### config.mk
export PLATFORM = sky130hd
export DESIGN_NAME = deserializer
export DESIGN_NICKNAME = d
export VERILOG_FILES = /design/src/rtl/deserializer.sv
export SDC_FILE = /design/constraint.sdc
export NUM_CORES = 1
export LEC_CHECK = 0
export BUFFER_PORTS_ARGS = -buffer_cell sky130_fd_sc_hd__buf_4
export CAP_MARGIN = 20
export CORE_MARGIN = 2
export CORE_UTILIZATION = 58
export CTS_BUF_LIST = sky130_fd_sc_hd__clkbuf_2 sky130_fd_sc_hd__clkbuf_4 sky130_fd_sc_hd__clkbuf_8
export DETAILED_ROUTE_END_ITERATION = 8
export PLACE_DENSITY_LB_ADDON = 0.12
export SKIP_LAST_GASP = 1
export SYNTH_ARGS = -nofsm -noshare
export SYNTH_HDL_FRONTEND = slang
export SYNTH_SLANG_ARGS = --single-unit
### constraint.sdc
create_clock -name i_clk -period 9.75 [get_ports i_clk]
set_input_delay 0.975 -clock i_clk [delete_from_list [all_inputs] [get_ports i_clk]]
set_output_delay 0.975 -clock i_clk [all_outputs]
set_load 0.1 [all_outputs]
### src/rtl/deserializer.sv
// ---------------------------------------------------------------------------
// deserializer
//   Receive side of the inter-layer word stream. Collects N_PARALLEL serial
//   DATA_WIDTH words from a valid/ready stream and presents them as one
//   parallel vector behind a single valid/ready handshake. Word k of a frame
//   lands in o_data[k*DATA_WIDTH +: DATA_WIDTH].
//
// Ports
//   i_clk    : clock, rising edge
//   i_reset  : asynchronous active-high reset
//   i_data   : serial input word
//   i_valid  : i_data valid
//   i_last   : last word of frame (checked only when USE_LAST=1)
//   o_ready  : a word is accepted this cycle when i_valid is also high
//   o_data   : parallel frame
//   o_valid  : o_data holds a complete frame
//   i_ready  : downstream accepts o_data
//   o_err    : one-cycle framing-error pulse (always 0 when USE_LAST=0)
// ---------------------------------------------------------------------------
module deserializer #(
    parameter int N_PARALLEL = 10,
    parameter int DATA_WIDTH = 16,
    parameter int USE_LAST   = 0
) (
    input  logic                             i_clk,
    input  logic                             i_reset,
    input  logic [DATA_WIDTH-1:0]            i_data,
    input  logic                             i_valid,
    input  logic                             i_last,
    output logic                             o_ready,
    output logic [N_PARALLEL*DATA_WIDTH-1:0] o_data,
    output logic                             o_valid,
    input  logic                             i_ready,
    output logic                             o_err
);

    localparam int CNT_W = (N_PARALLEL > 1) ? $clog2(N_PARALLEL) : 1;
    localparam logic [CNT_W-1:0] LAST_IDX = CNT_W'(N_PARALLEL - 1);

    typedef enum logic {FILL, HOLD} state_t;

    state_t           state, state_next;
    logic [CNT_W-1:0] count, count_next, wr_pos;
    logic             accept, drain, last_seen, err_next;

    assign o_valid   = (state == HOLD);
    // In HOLD the input side is only open when the held frame drains in the
    // same cycle, so a new word can start the next frame without a bubble.
    assign o_ready   = (state == FILL) || i_ready;
    assign accept    = i_valid && o_ready;
    assign drain     = o_valid && i_ready;
    assign last_seen = (USE_LAST != 0) && i_last;

    always_comb begin
        state_next = state;
        count_next = count;
        err_next   = 1'b0;
        // A word accepted in HOLD is always the first word of the next frame.
        wr_pos     = (state == HOLD) ? '0 : count;
        if (accept) begin
            if (wr_pos == LAST_IDX) begin
                // Frame completes even when i_last is missing; flag it.
                state_next = HOLD;
                count_next = '0;
                err_next   = (USE_LAST != 0) && !i_last;
            end else if (last_seen) begin
                // Early i_last: discard the partial frame and restart.
                state_next = FILL;
                count_next = '0;
                err_next   = 1'b1;
            end else begin
                state_next = FILL;
                count_next = wr_pos + 1'b1;
            end
        end else if (drain) begin
            state_next = FILL;
        end
    end

    always_ff @(posedge i_clk or posedge i_reset) begin
        if (i_reset) begin
            state <= FILL;
            count <= '0;
            o_err <= 1'b0;
        end else begin
            state <= state_next;
            count <= count_next;
            o_err <= err_next;
        end
    end

    always_ff @(posedge i_clk or posedge i_reset) begin
        if (i_reset) begin
            o_data <= '0;
        end else if (accept) begin
            for (int k = 0; k < N_PARALLEL; k++) begin
                if (wr_pos == CNT_W'(k)) begin
                    o_data[k*DATA_WIDTH +: DATA_WIDTH] <= i_data;
                end
            end
        end
    end

endmodule
==> results of run 1 <==
[worst max-delay path by stage]
| stage | start | endpoint | slack [ns] |
|---|---|---|---|
| 3_5_place_dp | i_valid | o_data[63] | 6.90 |
| 3_3_place_gp | i_valid | o_data[54] | 6.94 |
| 6_report | i_ready | o_ready | 7.20 |
| 5_1_grt | o_valid | o_ready | 7.13 |
| 2_1_floorplan | i_reset | count[0] | 4.31 |
| 4_1_cts | i_ready | o_ready | 7.20 |
[layer usage]
metal | GRT usage [%] | up-vias | part of all wire (%)
met2 | 40.2 | 154 | 48
met4 | 9.07 | 0 | 2.0
met5 | 0 | - | 0
met1 | 30.9 | 2048 | 41
li1 | - | 1728 | -
met3 | 9.86 | 28 | 9.3
[state kept, by name, indices dropped and copies added (netlist names)]
signal	cells
o_data	160
o_valid	1
count	4
[cell usage in the layout, fill, tap and decap left out, types with 2 or more instances in the layout]
master                         n
sky130_fd_sc_hd__and4b_1       2
sky130_fd_sc_hd__buf_4       183
sky130_fd_sc_hd__bufinv_16     4
sky130_fd_sc_hd__clkbuf_4      2
sky130_fd_sc_hd__clkbuf_8     18
sky130_fd_sc_hd__clkinv_2      2
sky130_fd_sc_hd__clkinvlp_4    4
sky130_fd_sc_hd__dfrtp_1     165
sky130_fd_sc_hd__inv_6         2
sky130_fd_sc_hd__mux2_2      160
sky130_fd_sc_hd__nand2_1       7
sky130_fd_sc_hd__nand3b_1      2
sky130_fd_sc_hd__nor2_1        3
sky130_fd_sc_hd__nor2b_1       2
[area by class of cell]
class	instances	area share (%)
Tap cell	140	2.13
Clock buffer	20	3.19
Clock inverter	12	2.16
Multi-Input combinational cell	195	25.1
Sequential cell	165	50.2
Timing Repair Buffer	184	17.0
Inverter	2	0.152
[through the flow]
step | setup WS (ns) | instance area (um^2) | util (%)
6_report | 7.20 | 8230 | 76.2
3_5_place_dp | 6.90 | 7760 | 71.9
3_3_place_gp | 6.94 | 7760 | 71.9
5_1_grt | 7.13 | 8230 | 76.2
2_1_floorplan | 4.31 | 6400 | -
4_1_cts | 7.20 | 8200 | 76.0
[cells by family after synthesis]
logic type | Yosys count | share of synthesized area [%]
DFF | 165 | 64.5
muxes | 161 | 28.3
buffers and inverters | 38 | 3.19
and+or+nand+nor | 26 | 2.87
AOI/OAI and AO/OA | 6 | 0.900
xor gates and xnor gates | 1 | 0.137
other | 1 | 0.0586
==> run summary, run 1 <==
Total via count in the routed design -> 3958
Cell type of the slowest stage on the worst timing path -> sky130_fd_sc_hd__buf_4
Final routed wirelength across all metal layers -> 14.4 mm
Required time worst endpoint -> 8.78 ns
Via count of the first global-routing pass -> 4007
Post-Route Hold Slack -> 0.511 ns
Die outline width -> 109 um
Avg Vias per Cell -> 5.51
Area leader, netlist -> sky130_fd_sc_hd__dfrtp_1
Cell Count, Final, Fillers Out -> 718
Aggregate global routing overflow -> 0
Wire length of the first global-routing pass -> 21.7 mm
Clk buf depth -> 2
Instance count along the most critical hold path -> 1
Placer Congestion -> 0.771
Number of warning messages in the yosys log -> 0
Share of synthesized registers carrying an async set or reset -> 100%
Row cnt -> 38
Number of enable flip-flop cells after synthesis -> 0
RSZ-0062 raised after global routing -> false
Layout-stage area growth over the synthesis result -> 28.6%
Clk sink count -> 165
Sequential share of the synthesized area -> 64.5%
Number of antenna cells inserted -> 0
Highest clock rate -> 392 MHz
Area share of the largest cell type after synthesis -> 64.5%
Library cell used as clock root buffer -> sky130_fd_sc_hd__clkbuf_8
Setup bufs post-CTS -> 0
Data arrival time of the critical path -> 1.58 ns
Post-route clock skew -> 0.0113 ns
Synthesized flop and latch total -> 165
Number of buffers added by the clock tree synthesis step -> 17
Cell types with the highest counts after synthesis -> 165 x sky130_fd_sc_hd__dfrtp_1, 160 x sky130_fd_sc_hd__mux2_2, 16 x sky130_fd_sc_hd__buf_1, 10 x sky130_fd_sc_hd__buf_2
Final Max Slew Viols -> 0
Minimum setup slack among reg-to-reg paths -> 7.37 ns
Fraction of layout cells with a size suffix above 1 -> 66.3%
Setup Total Neg Slack -> 0 ns
Final number of setup-violating endpoints -> 0
Count of cell types in the netlist -> 30
Type of origin of the critical path -> input port
Final Hold Violating Endpoints -> 0
Number of primary I/O pins -> 184
Net count of the mapped netlist -> 419
Area inside the core boundary -> 10800 um^2
Top-count cell post-synth -> sky130_fd_sc_hd__dfrtp_1
Resized cells post-CTS -> 0
Number of hold buffers added after cts -> 0
Cell Chain, Critical Path -> buf_4 > nand2b_1 > buf_4
Die area -> 11900 um^2
Number of antenna violations at the first check in global routing -> 0
Reg-to-Reg End -> o_data[66]
CP max stage delay -> 0.32 ns
Worst Setup Path Type -> in2out
Maximum level of the CTS H-tree -> 4
Cell seen most often among critical-path stages -> sky130_fd_sc_hd__buf_4
Placed cell count -> 685
Netlist Area Pre-Place -> 6400 um^2
Startpoint of the worst-slack reg-to-reg timing path -> o_valid
Biggest area contributors in the synthesized netlist -> sky130_fd_sc_hd__dfrtp_1 65%, sky130_fd_sc_hd__mux2_2 28%, sky130_fd_sc_hd__buf_1 0.94%
Half-perimeter wire length after detailed placement -> 9.89 mm
Cell count after synthesis -> 398
Kind of cell with the highest combined delay on the critical path -> buffers and inverters
Slew @ Worst Pin -> 1.12 ns
FILL cells -> 694
Clock tree from TritonCTS -> done
Remaining routing DRC violations -> 0
Area occupied by multi-input gates -> 2070 um^2
Latest clock arrival within the worst-skew pair -> 0.44 ns
Top flip-flop cell by instance count after synthesis -> sky130_fd_sc_hd__dfrtp_1
CP Max Fanout -> 4
Headroom to the max-slew limit -> 25.5%
Max-cap violations -> 0
Detailed router's first-iteration violation count -> 148
Net count, final -> 586
Hold Crit Class -> reg2reg
Hold path start -> o_data[18]
WP depth -> 3
Area used by sequential logic in the layout -> 4130 um^2
Length in cells of the worst reg-to-reg path -> 3
Min-Delay Endpoint -> o_data[18]
Mean instance size in the synthesized netlist -> 16.1 um^2
Overall fraction of global-route tracks in use -> 25.0%
First-pass iteration count of the detailed router -> 4
Port buffer count -> 181
Maximum number of pins on one net before global-route repair -> 85
Final period utilization -> 26.2%
Endpoint type of the worst setup path -> output port
Height of the chip -> 109 um
Wire length per cell -> 20.0 um
Number of buffers and inverters on the critical path -> 2
Clock input transition at the sequential cells of the worst setup and hold paths -> 0.07 ns
Time the final worst path needs with I/O delays and setup -> 2.55 ns
Outcome -> complete, no violations
Effective utilization at floorplan -> 59.3%
Post-route antenna net violation count -> 0
Power of run 1 is not shown: default switching activity piles up to over one toggle a cycle in this logic, so the estimate is an artifact.
==> inputs of run 2 (changes only) <==
--- a/config.mk
+++ b/config.mk
@@ -8,7 +8,7 @@
 export BUFFER_PORTS_ARGS = -buffer_cell sky130_fd_sc_hd__buf_4
 export CAP_MARGIN = 20
 export CORE_MARGIN = 2
-export CORE_UTILIZATION = 58
+export CORE_UTILIZATION = 48
 export CTS_BUF_LIST = sky130_fd_sc_hd__clkbuf_2 sky130_fd_sc_hd__clkbuf_4 sky130_fd_sc_hd__clkbuf_8
 export DETAILED_ROUTE_END_ITERATION = 8
 export PLACE_DENSITY_LB_ADDON = 0.12
==> constraint.sdc (replaced) <==
create_clock -name i_clk -period 2.3 [get_ports i_clk]
set_input_delay 0.23 -clock i_clk [delete_from_list [all_inputs] [get_ports i_clk]]
set_output_delay 0.23 -clock i_clk [all_outputs]
set_load 0.1 [all_outputs]
==> run 2 against run 1 <==
Net effect:
- clock-buffer cell count increased by 3
- worst hold slack got worse by 0.42 ns
- worst setup slack got worse by 6.8 ns
- utilization decreased by 12 points
- via count decreased by 0.66%
- highest routed layer unchanged
- wire length increased by 0.82%
- die area increased by 20%
==> run summary, run 2 (synthesis gave the netlist of run 1 again) <==
Outcome -> complete, no violations (unchanged)
Post-Route Hold Slack -> 0.0930 ns (was 0.511 ns)
Number of flip-flops under the largest register name -> 160 (unchanged)
Data arrival time of the critical path -> 2.22 ns (was 1.58 ns)
Source of the critical timing path -> o_valid (was i_ready)
Time the final worst path needs with I/O delays and setup -> 1.89 ns
Length in cells of the worst reg-to-reg path -> 4 (was 3)
Cell Chain, Critical Path -> nor3_1 > and3_1 > buf_4 > mux2_2 (was buf_4 > nand2b_1 > buf_4)
Number of buffers and inverters on the critical path -> 1 (was 2)
Fraction of layout cells with a size suffix above 1 -> 67.2% (was 66.3%)
Post-route antenna net violation count -> 0 (unchanged)
Latest clock arrival within the worst-skew pair -> 0.44 ns (about the same)
Setup bufs post-CTS -> 0 (unchanged)
End point of the critical path -> o_data[128] (was o_ready)
First-pass iteration count of the detailed router -> 4 (unchanged)
FILL cells -> 1040 (was 694)
WP depth -> 4 (was 3)
Clock tree from TritonCTS -> done (unchanged)
Aggregate global routing overflow -> 0 (unchanged)
Port buffer count -> 181 (unchanged)
Required time worst endpoint -> 2.62 ns (was 8.78 ns)
Clock input transition at the sequential cells of the worst setup and hold paths -> 0.08 ns (was 0.07 ns)
Hold Crit Class -> in2reg (was reg2reg)
Reg-to-Reg End -> o_data[128] (was o_data[66])
Library cell used as clock root buffer -> sky130_fd_sc_hd__clkbuf_8 (unchanged)
Remaining routing DRC violations -> 0 (unchanged)
Max-cap violations -> 0 (unchanged)
Worst-case setup margin in the final layout -> 0.406 ns (was 7.20 ns)
Final period utilization -> 82.3%
Avg Vias per Cell -> 5.11 (was 5.51)
Slew @ Worst Pin -> 0.524 ns (was 1.12 ns)
Startpoint of the worst-slack reg-to-reg timing path -> o_valid (unchanged)
Number of antenna violations at the first check in global routing -> 0 (unchanged)
Row cnt -> 42 (was 38)
Clk sink count -> 165 (unchanged)
Placer Congestion -> 0.774 (was 0.771)
Die area -> 14300 um^2 (was 11900 um^2)
Overall fraction of global-route tracks in use -> 20.8% (was 25.0%)
Post-route clock skew -> 0.0118 ns (was 0.0113 ns)
Wire length of the first global-routing pass -> 22.2 mm (was 21.7 mm)
Register containing the most flip-flops in the final layout -> o_data (unchanged)
Cell type of the slowest stage on the worst timing path -> sky130_fd_sc_hd__dfrtp_1 (was sky130_fd_sc_hd__buf_4)
Final number of setup-violating endpoints -> 0 (unchanged)
Highest clock rate -> 528 MHz
Effective utilization at floorplan -> 48.7% (was 59.3%)
Wire length per cell -> 18.8 um (was 20.0 um)
Type of origin of the critical path -> flop (was input port)
Net count, final -> 603 (was 586)
Die outline width -> 119 um (was 109 um)
Half-perimeter wire length after detailed placement -> 10.4 mm (was 9.89 mm)
Layout-stage area growth over the synthesis result -> 32.6% (was 28.6%)
Final Max Slew Viols -> 0 (unchanged)
Final Hold Violating Endpoints -> 0 (unchanged)
Kind of cell with the highest combined delay on the critical path -> simple AND/OR/NAND/NOR gates (was buffers and inverters)
Minimum setup slack among reg-to-reg paths -> 0.41 ns (was 7.37 ns)
Clk buf depth -> 2 (unchanged)
Detailed router's first-iteration violation count -> 127 (was 148)
Height of the chip -> 119 um (was 109 um)
Top library cells by usage in the layout, fill and taps aside -> 193 x sky130_fd_sc_hd__buf_4, 165 x sky130_fd_sc_hd__dfrtp_1, 160 x sky130_fd_sc_hd__mux2_2 (was 183 x sky130_fd_sc_hd__buf_4, 165 x sky130_fd_sc_hd__dfrtp_1, 160 x sky130_fd_sc_hd__mux2_2)
Maximum level of the CTS H-tree -> 4 (unchanged)
Number of antenna cells inserted -> 0 (unchanged)
Number of primary I/O pins -> 184 (unchanged)
Worst setup slack before clock tree synthesis -> 0.407 ns (was 6.90 ns)
Area inside the core boundary -> 13100 um^2 (was 10800 um^2)
Headroom to the max-slew limit -> 65.0% (was 25.5%)
Endpoint type of the worst setup path -> flop (was output port)
Total via count in the routed design -> 3932 (was 3958)
CP max stage delay -> 0.57 ns (was 0.32 ns)
Share of the core filled with cells -> 64.6% (was 76.2%)
Final routed wirelength across all metal layers -> 14.5 mm (was 14.4 mm)
Number of buffers added by the clock tree synthesis step -> 17 (unchanged)
CP Max Fanout -> 14 (was 4)
RSZ-0062 raised after global routing -> false (unchanged)
Worst Setup Path Type -> reg2reg (was in2out)
Most common cell after layout, fill and taps aside -> sky130_fd_sc_hd__buf_4 (unchanged)
Maximum number of pins on one net before global-route repair -> 51 (was 85)
Via count of the first global-routing pass -> 3994 (was 4007)
run 2: changes by cell type in the layout (fill, tap and decap cells not counted), sizes merged:
cell / before / now
inv: 3 / 1
clkbuf: 20 / 23
dlygate4sd3: 0 / 1
clkinv: 3 / 2
buf: 184 / 200
clkinvlp: 4 / 3
run 2: cell type report:
type,count,area [um^2],share of cell area [%]
sequential,165,4130,48.7
inverter,2,11.3,0.133
clock buffer,23,310,3.66
multi-input combinational,195,2070,24.4
timing repair buffer,201,1600,18.8
clock inverter,8,145,1.71
tap,176,220,2.60
run 2: timing repair:
action                    4_1_cts  5_1_grt
hold endpoints to repair       17        0
resized for setup               0        0
hold buffers                    1        0
run 2: routing by layer:
| metal | part of all wire (%) | track usage [%] | up-vias |
|---|---|---|---|
| met3 | 7.3 | 7.81 | 14 |
| met4 | 1.3 | 6.40 | 0 |
| li1 | - | - | 1762 |
| met5 | 0 | 0 | - |
| met2 | 48 | 33.1 | 133 |
| met1 | 43 | 26.6 | 2023 |
run 2: stage by stage:
| stage | TNS [ns] | area, um^2 | instances |
|---|---|---|---|
| after floorplan | -4.75 | 6400 | 398 |
| after global placement | 0 | 8020 | 738 |
| after detailed placement | 0 | 8020 | 738 |
| after CTS | 0 | 8490 | 770 |
| after global routing | 0 | 8490 | 770 |
| final | 0 | 8490 | 770 |
run 2: worst min-delay path by stage:
stage	start	to	slack [ns]	cells past startpoint
floorplan	i_ready	count[3]	0.46	2
global placement	i_reset	o_data[4]	0.29	2
detailed placement	i_reset	o_data[4]	0.30	2
CTS	i_data[6]	o_data[22]	0.06	2
global route	i_data[6]	o_data[22]	0.07	2
finish	i_data[7]	o_data[135]	0.09	2
run 2: worst register-to-register path, cell delays in order, from the launching register on:
cell and delay (ns):
sky130_fd_sc_hd__dfrtp_1 0.57, sky130_fd_sc_hd__nor3_1 0.38, sky130_fd_sc_hd__and3_1 0.26, sky130_fd_sc_hd__buf_4 0.22, sky130_fd_sc_hd__mux2_2 0.35
Power of run 2 is left out for the same reason.
==> inputs of run 3 (changes only) <==
==> constraint.sdc (replaced) <==
create_clock -name i_clk -period 1.5 [get_ports i_clk]
set_input_delay 0.15 -clock i_clk [delete_from_list [all_inputs] [get_ports i_clk]]
set_output_delay 0.15 -clock i_clk [all_outputs]
set_load 0.1 [all_outputs]
==> run 3 against run 2 <==
Net effect:
- the flow now finishes with violations (setup timing)
- sequential share of layout area is 3.7 points lower
- largest cell class unchanged
- maximum frequency is 13% higher
- worst hold slack worse by 0.069 ns
==> run summary, run 3 (synthesis gave the netlist of run 1 again) <==
Required time worst endpoint -> 1.84 ns (was 2.62 ns)
Failing checks -> setup timing
Area inside the core boundary -> 13100 um^2 (unchanged)
Total via count in the routed design -> 4163 (was 3932)
Endpoint type of the worst setup path -> flop (unchanged)
Latest clock arrival within the worst-skew pair -> 0.45 ns (was 0.44 ns)
Wire length of the first global-routing pass -> 24.7 mm (was 22.2 mm)
Startpoint of the worst-slack reg-to-reg timing path -> count[2] (was o_valid)
Port buffer count -> 181 (unchanged)
Library cell used as clock root buffer -> sky130_fd_sc_hd__clkbuf_8 (unchanged)
Avg Vias per Cell -> 5.17 (was 5.11)
Wire length per cell -> 20.1 um (was 18.8 um)
CP Max Fanout -> 8 (was 14)
Met3 Use GR -> 6.90% (was 7.81%)
Source of the critical timing path -> count[2] (was o_valid)
Worst-case setup margin in the final layout -> -0.180 ns (was 0.406 ns)
Maximum number of pins on one net before global-route repair -> 73 (was 51)
Minimum setup slack among reg-to-reg paths -> -0.18 ns (was 0.41 ns)
Post-route antenna net violation count -> 0 (unchanged)
Clk sink count -> 165 (unchanged)
Layout-stage area growth over the synthesis result -> 43.5% (was 32.6%)
CP max stage delay -> 0.40 ns (was 0.57 ns)
Top library cells by usage in the layout, fill and taps aside -> 200 x sky130_fd_sc_hd__buf_4, 164 x sky130_fd_sc_hd__dfrtp_1, 115 x sky130_fd_sc_hd__mux2_2 (was 193 x sky130_fd_sc_hd__buf_4, 165 x sky130_fd_sc_hd__dfrtp_1, 160 x sky130_fd_sc_hd__mux2_2)
Number of buffers added by the clock tree synthesis step -> 17 (unchanged)
Most common cell after layout, fill and taps aside -> sky130_fd_sc_hd__buf_4 (unchanged)
Post-route clock skew -> 0.00815 ns (was 0.0118 ns)
Outcome -> finished, violations left (was complete, no violations)
Clock input transition at the sequential cells of the worst setup and hold paths -> 0.08 ns (about the same)
Half-perimeter wire length after detailed placement -> 10.4 mm (about the same)
Setup Total Neg Slack -> -15.53 ns (was 0 ns)
Hold path start -> i_data[3] (was i_data[7])
Remaining routing DRC violations -> 0 (unchanged)
Cell type of the slowest stage on the worst timing path -> sky130_fd_sc_hd__dfrtp_1 (unchanged)
Max-cap violations -> 0 (unchanged)
Effective utilization at floorplan -> 48.7% (unchanged)
Maximum level of the CTS H-tree -> 4 (unchanged)
Detailed router's first-iteration violation count -> 189 (was 127)
Overall fraction of global-route tracks in use -> 22.9% (was 20.8%)
Placer Congestion -> 0.792 (was 0.774)
Type of origin of the critical path -> flop (unchanged)
Final Hold Violating Endpoints -> 0 (unchanged)
Met2 track demand over resource -> 36.2% (was 33.1%)
Min-Delay Endpoint -> o_data[67] (was o_data[135])
Aggregate global routing overflow -> 0 (unchanged)
Height of the chip -> 119 um (unchanged)
Instance count along the most critical hold path -> 2 (unchanged)
Hold Crit Class -> in2reg (unchanged)
Number of primary I/O pins -> 184 (unchanged)
Register containing the most flip-flops in the final layout -> o_data (unchanged)
Die outline width -> 119 um (unchanged)
First-pass iteration count of the detailed router -> 4 (unchanged)
Placed cell count -> 754 (was 738)
Number of flip-flops under the largest register name -> 160 (unchanged)
Cell Count, Final, Fillers Out -> 806 (was 770)
Final number of setup-violating endpoints -> 145 (was 0)
Kind of cell with the highest combined delay on the critical path -> buffers and inverters (was simple AND/OR/NAND/NOR gates)
Final routed wirelength across all metal layers -> 16.2 mm (was 14.5 mm)
Final Max Slew Viols -> 0 (unchanged)
Highest clock rate -> 595 MHz (was 528 MHz)
Row cnt -> 42 (unchanged)
Via count of the first global-routing pass -> 4359 (was 3994)
Fraction of layout cells with a size suffix above 1 -> 70.6% (was 67.2%)
Length in cells of the worst reg-to-reg path -> 6 (was 4)
Grt met1 use -> 30.0% (was 26.6%)
Cell Chain, Critical Path -> buf_6 > nor3b_2 > buf_4 > a32oi_4 > clkbuf_16 > mux2_2 (was nor3_1 > and3_1 > buf_4 > mux2_2)
Number of antenna violations at the first check in global routing -> 0 (unchanged)
Clk buf depth -> 2 (unchanged)
Data arrival time of the critical path -> 2.02 ns (was 2.22 ns)
WP depth -> 6 (was 4)
Worst Setup Path Type -> reg2reg (unchanged)
Clock tree from TritonCTS -> done (unchanged)
Reg-to-Reg End -> o_data[0] (was o_data[128])
Number of buffers and inverters on the critical path -> 3 (was 1)
Final period utilization -> 112% (was 82.3%)
Most utilized layer in the global route result -> met2 (unchanged)
Die area -> 14300 um^2 (unchanged)
Net count, final -> 639 (was 603)
Post-Route Hold Slack -> 0.0244 ns (was 0.0930 ns)
Number of antenna cells inserted -> 0 (unchanged)
Worst setup slack before clock tree synthesis -> -0.161 ns (was 0.407 ns)
RSZ-0062 raised after global routing -> true (was false)
Time the final worst path needs with I/O delays and setup -> 1.68 ns (was 1.89 ns)
## run 3: worst register-to-register path: cells and delay by family, from the launching register on
kind	cells	cell delay [ns]
buffers and inverters	3	0.52
flip-flops	1	0.40
multiplexers	1	0.33
AO/OA/AOI/OAI	1	0.27
AND/OR/NAND/NOR	1	0.04
## run 3: worst max-delay path by stage
stage / endpoint
detailed placement: o_data[36]
floorplan: o_data[80]
global route: o_data[121]
finish: o_data[0]
global placement: o_data[137]
CTS: o_data[59]
## run 3: routing by layer
metal | up-vias | wire length [um]
met5 | - | 0
met4 | 0 | 346
met3 | 33 | 1090
met2 | 141 | 7740
met1 | 2159 | 7000
li1 | 1830 | -
## run 3: what timing repair did
| action | in CTS | in global routing |
|---|---|---|
| endpoints found under the setup margin | 163 | 164 |
| gates cloned | 4 | 3 |
| buffers inserted | 7 | 10 |
| endpoints found under the hold margin | 105 | 0 |
| hold buffers | 1 | 0 |
| pin swaps | 5 | 6 |
| resized for setup | 76 | 31 |
## run 3: final cells by class
class / instances / area (um^2)
clock inverter: 8 / 75.1
inverter: 2 / 11.3
tap: 176 / 220
clock buffer: 23 / 304
multi-input combinational: 195 / 2340
fill: 960 / 3950
timing repair buffer: 237 / 2100
sequential: 165 / 4130
## run 3: stage by stage
step,area (um^2),utilization (%)
floorplan,6400,-
global placement,8170,62.2
finish,9180,69.9
global route,9180,69.9
detailed placement,8170,62.2
CTS,8950,68.1
Power of run 3 is left out for the same reason.
